[config.mk]
export PLATFORM = sky130hd
export DESIGN_NAME = counter_table_decay
export DESIGN_NICKNAME = d
export VERILOG_FILES = /design/src/rtl/counter_table_decay.sv
export SDC_FILE = /design/constraint.sdc
export NUM_CORES = 1
export LEC_CHECK = 0
export ABC_CLOCK_PERIOD_IN_PS = 3300
export CORE_ASPECT_RATIO = 0.6
export CORE_MARGIN = 2
export CORE_UTILIZATION = 30
export DETAILED_ROUTE_END_ITERATION = 6
export GPL_TIMING_DRIVEN = 0
export PLACE_DENSITY = 0.53
export RECOVER_POWER = 25
export SLEW_MARGIN = 20
export SYNTH_ARGS = -nofsm -noshare
export SYNTH_HDL_FRONTEND = slang
export SYNTH_SLANG_ARGS = --single-unit
[constraint.sdc]
create_clock -name Clk -period 3.3 [get_ports Clk]
set_input_delay 0.66 -clock Clk [delete_from_list [all_inputs] [get_ports Clk]]
set_output_delay 0.66 -clock Clk [all_outputs]
set_load 0.03 [all_outputs]
[src/rtl/counter_table_decay.sv]
// Table of saturating counters with two registered read ports and a background halving sweep.
// Optional macro COUNTER_BYPASS_EN: same-cycle reads return the post-write value instead of read-first.
module counter_table_decay #(
    parameter int COUNTERWIDE = 2,
    parameter int COUNTERPW   = 5,
    parameter int COUNTERDEEP = 32
) (
    input  logic                   Clk,
    input  logic                   Rest,
    input  logic                   UpdateAble,
    input  logic [COUNTERPW-1:0]   UpAddr,
    input  logic                   RightOrFault,
    input  logic                   ReadAbleA,
    input  logic [COUNTERPW-1:0]   ReadAddrA,
    input  logic                   ReadAbleB,
    input  logic [COUNTERPW-1:0]   ReadAddrB,
    input  logic                   Attenuation,
    output logic [COUNTERWIDE-1:0] DoutCounterA,
    output logic [COUNTERWIDE-1:0] DoutCounterB,
    output logic                   DecayBusy
);

    localparam logic [COUNTERWIDE-1:0] MAXV     = '1;
    localparam logic [COUNTERPW:0]     DEEP_X   = (COUNTERPW+1)'(COUNTERDEEP);
    localparam logic [COUNTERPW-1:0]   LAST_IDX = COUNTERPW'(COUNTERDEEP - 1);

    typedef enum logic {
        IDLE,
        SWEEP
    } state_t;

    state_t                 state_q;
    logic [COUNTERPW-1:0]   sw_idx_q;
    logic                   busy_q;

    logic [COUNTERWIDE-1:0] table_q [COUNTERDEEP];
    logic [COUNTERWIDE-1:0] table_d [COUNTERDEEP];
    logic [COUNTERWIDE-1:0] dout_a_q, dout_a_d;
    logic [COUNTERWIDE-1:0] dout_b_q, dout_b_d;

    function automatic logic in_range(input logic [COUNTERPW-1:0] addr);
        return {1'b0, addr} < DEEP_X;
    endfunction

    function automatic logic [COUNTERWIDE-1:0] sat_step(input logic [COUNTERWIDE-1:0] v,
                                                        input logic                   up);
        if (up)
            return (v == MAXV) ? v : v + 1'b1;
        else
            return (v == '0) ? v : v - 1'b1;
    endfunction

    // Halving is applied first so a colliding update acts on the decayed value.
    always_comb begin
        logic [COUNTERWIDE-1:0] v;
        v = '0;
        for (int unsigned i = 0; i < COUNTERDEEP; i++) begin
            v = table_q[i];
            if (state_q == SWEEP && sw_idx_q == COUNTERPW'(i))
                v = v >> 1;
            if (UpdateAble && UpAddr == COUNTERPW'(i))
                v = sat_step(v, RightOrFault);
            table_d[i] = v;
        end
    end

    always_comb begin
        dout_a_d = '0;
        dout_b_d = '0;
`ifdef COUNTER_BYPASS_EN
        if (ReadAbleA && in_range(ReadAddrA))
            dout_a_d = table_d[ReadAddrA];
        if (ReadAbleB && in_range(ReadAddrB))
            dout_b_d = table_d[ReadAddrB];
`else
        if (ReadAbleA && in_range(ReadAddrA))
            dout_a_d = table_q[ReadAddrA];
        if (ReadAbleB && in_range(ReadAddrB))
            dout_b_d = table_q[ReadAddrB];
`endif
    end

    always_ff @(posedge Clk) begin
        if (Rest) begin
            for (int unsigned i = 0; i < COUNTERDEEP; i++)
                table_q[i] <= '0;
            dout_a_q <= '0;
            dout_b_q <= '0;
        end else begin
            for (int unsigned i = 0; i < COUNTERDEEP; i++)
                table_q[i] <= table_d[i];
            dout_a_q <= dout_a_d;
            dout_b_q <= dout_b_d;
        end
    end

    always_ff @(posedge Clk) begin
        if (Rest) begin
            state_q  <= IDLE;
            sw_idx_q <= '0;
            busy_q   <= 1'b0;
        end else begin
            case (state_q)
                IDLE: begin
                    if (Attenuation) begin
                        state_q  <= SWEEP;
                        sw_idx_q <= '0;
                        busy_q   <= 1'b1;
                    end
                end
                SWEEP: begin
                    if (sw_idx_q == LAST_IDX) begin
                        state_q  <= IDLE;
                        sw_idx_q <= '0;
                        busy_q   <= 1'b0;
                    end else begin
                        sw_idx_q <= sw_idx_q + 1'b1;
                    end
                end
                default: begin
                    state_q  <= IDLE;
                    sw_idx_q <= '0;
                    busy_q   <= 1'b0;
                end
            endcase
        end
    end

    assign DoutCounterA = dout_a_q;
    assign DoutCounterB = dout_b_q;
    assign DecayBusy    = busy_q;

endmodule

==> results.sh, run 1 <==
export IMPL_final_antenna_net_count=0
export IMPL_routedWlPerCell_microns=21.92
export IMPL_numPortBuffers=19
export IMPL_first_global_vias=5619
export IMPL_fmax_ghz=0.3496
export IMPL_ctsResizeCount=0
export IMPL_die_height_microns=115.9
export IMPL_r2r_worst_path_cells=6
export IMPL_antenna_found_initial=1
export IMPL_start_util_pct=30.96
export IMPL_drv_cap=0
export IMPL_clk_path_buf_depth=2
export IMPL_crit_start="UpAddr[1]"
export IMPL_clk_transition_reported_paths_ns=0.06
export IMPL_cp_arrival_ns=3.07
export IMPL_violations="design-rule violations"
export IMPL_drive_gt1_share_pct=13.80
export IMPL_grt_total_usage_pct=22.11
export IMPL_cp_depth=7
export IMPL_diodes=0
export IMPL_cts_sinks=75
export IMPL_clk_insertion_delay_late_ns=0.35
export IMPL_worst_pin_slew_ns=0.9353
export IMPL_fill_cells=2156
export IMPL_dr_pass1_iters=7
export IMPL_via_count=6609
export IMPL_p_leak_nw=2.424
export IMPL_cpMaxStageDelayCell="nor2b_1"
export IMPL_cp_common_cell="nor2b_1"
export IMPL_rsz0062_at_grt="false"
export IMPL_power_mw=2.246
export IMPL_htree_levels=3
export IMPL_drt_iter0_drc=991
export IMPL_seq_area_frac_synth_pct=23.99
export IMPL_viasPerCell=6.014
export IMPL_core_region_area_sq_um=20220
export IMPL_postCtsSetupRepairBufs=0
export IMPL_fin_crit_sh_pct=86.68
export IMPL_rows=40
export IMPL_ys_types=64
export IMPL_hold_viol=0
export IMPL_vdd_ir_drop_max_mv=0.2451
export IMPL_wirelength_mm=24.10
export IMPL_critPathCaptureType="register"
export IMPL_crit_family="buffers and inverters"
export IMPL_finClkSkew_ns=0.008011
export IMPL_fin_setup_tns_ns=0
export IMPL_post_route_min_period_ns=2.860
export IMPL_status="finished, violations left"
export IMPL_p_per_area_nw_per_um2=318.6
export IMPL_hold_class="reg2reg"
export IMPL_ys_warn_count=0
export IMPL_cp_max_fo=10
export IMPL_synthesis_nets=821
export IMPL_die_w_microns=190.5
export IMPL_synthFlopType="dfxtp_1"
export IMPL_grt_ovfl_total=0
export IMPL_place_congestion=0.9656
export IMPL_drc=1
export IMPL_async_flop_share_pct=0
export IMPL_hold_path_depth=2
export IMPL_netlist_area_sq_um=6260
export IMPL_crit_chain="clkdlybuf4s50_1 -> nor2b_1 -> buf_2 -> nand2_1 -> a22oi_1 -> o21ai_1 -> nor2b_1"
export IMPL_syn2layout_area_growth_pct=12.65
export IMPL_cts_buffers=9
export IMPL_postCtsHoldBufs=0
export IMPL_layout_nets=851
export IMPL_synth_edf_count=0
export IMPL_dp_hpwl_mm=17.84
export IMPL_grt_max_degree=12
export IMPL_cp_buffers_inverters=2
export IMPL_max_stage_delay_ns=0.79
export IMPL_io_pins=27
export IMPL_grt_pass1_wl_mm=35.60
export IMPL_syn_area_per_cell_sq_um=7.894
export IMPL_layout_common_cells="92 x nor2_1, 86 x a21oi_1, 75 x dfxtp_1"
export IMPL_synth_seq_cells=75
export IMPL_startpoint_type="input pin"
export IMPL_cp_required_ns=3.51
export IMPL_slew_viol_final=0
export IMPL_slew_limit_headroom_pct=37.52
export IMPL_hp_start="DecayBusy$_SDFFE_PP0P_"
export IMPL_layout_commonest_cell="nor2_1"
export IMPL_syn_inst=793
export IMPL_die_area_sq_um=22080
export IMPL_critPathKind="in2reg"
export IMPL_setup_viol_count_final=0
export IMPL_cts_tree="built"
export IMPL_root_buffer="clkbuf_16"
export IMPL_reg2reg_from="sw_idx_q[0]$_SDFFE_PP0P_"
## tightest hold or removal path: cells and delay by family, from the launching register on
family	cells	cell delay (ns)
AO/OA/AOI/OAI	1	0.06
flip-flops	1	0.33
AND/OR/NAND/NOR	1	0.07
## cells by family after synthesis
logic type | share of synthesized area, %
AOI/OAI and AO/OA | 27.98
adders and majority gates | 1.199
buffers and inverters | 7.195
DFF | 23.99
muxes | 14.41
and+or+nand+nor | 25.22
## per-stage QoR
stage | std cells | worst slack [ns] | hold slack, ns | area [sq um] | utilization, %
finish | 1099 | 0.4397 | 0.4922 | 7052 | 34.88
detailed placement | 1085 | 0.2466 | 0.4973 | 6792 | 33.59
floorplan | 793 | 1.318 | 0.4975 | 6260 | -
global placement | 1085 | 0.2308 | 0.4849 | 6792 | 33.59
CTS | 1099 | 0.6104 | 0.5126 | 7074 | 34.99
global route | 1099 | 0.2705 | 0.5164 | 7052 | 34.88
## metal layers
| layer | wire (microns) | GRT usage, % |
|---|---|---|
| met2 | 8410 | 26.64 |
| met1 | 11770 | 34.09 |
| met3 | 3526 | 10.12 |
| met5 | 0 | 0 |
| met4 | 391 | 4.910 |
## final timing paths
path,to,slack (ns)
hold / removal,DecayBusy$_SDFFE_PP0P_,0.49
hold reg to reg,DecayBusy$_SDFFE_PP0P_,0.49
setup / recovery,table_q[22][1]$_SDFF_PP0_,0.44
setup reg to reg,table_q[9][0]$_SDFF_PP0_,1.09
## synth_stat cells, types with 6 or more instances
cell type / count / area, sq um
a21o_1: 9 / 67.56
inv_1: 12 / 45.04
o31ai_1: 7 / 52.55
and3_1: 14 / 87.58
o21ai_0: 46 / 230.2
nand4_1: 7 / 43.79
dfxtp_1: 75 / 1501
nand3_1: 25 / 125.1
o221a_2: 12 / 135.1
buf_2: 29 / 145.1
buf_4: 8 / 60.06
o21ai_1: 15 / 75.07
nor2_1: 91 / 341.6
nor2b_1: 12 / 75.07
a31o_1: 8 / 70.07
a31oi_1: 15 / 93.84
mux4_2: 28 / 630.6
and2_1: 11 / 68.82
nand3b_1: 6 / 45.04
nand2b_1: 13 / 81.33
nor3_1: 26 / 130.1
o211ai_1: 9 / 67.56
nand2_1: 63 / 236.5
a22o_1: 11 / 96.34
mux2i_1: 11 / 110.1
a22oi_1: 25 / 187.7
clkbuf_1: 34 / 127.6
ha_1: 6 / 75.07
a21oi_1: 86 / 430.4
## report_power, final
group	total [mW]	switching, mW	internal, mW
Sequential	0.924	0.0103	0.914
Combinational	0.311	0.208	0.103
Clock	1.01	0.415	0.596
## layout make-up
class	instances	area [sq um]	area share, %
inverter	12	45.04	0.6388
multi-input combinational	627	4305	61.05
sequential	75	1501	21.29
clock buffer	11	242.7	3.442
timing repair buffer	19	190.2	2.697
clock inverter	3	40.04	0.5678
buffer	79	385.4	5.465
tap	273	341.6	4.844
## state kept, by name, indices dropped and copies added, names as in the netlist
register and flops:
DoutCounterB 2, table_q 64, sw_idx_q 5, DoutCounterA 2, state_q 1, DecayBusy 1
No activity file was read; power rests on OpenSTA's default activity.
==> run 2, diff against run 1 <==
SLEW_MARGIN = default   (was 20)
==> results of run 2 <==
No change in the layout: final DEF, timing and power equal those of run 1.
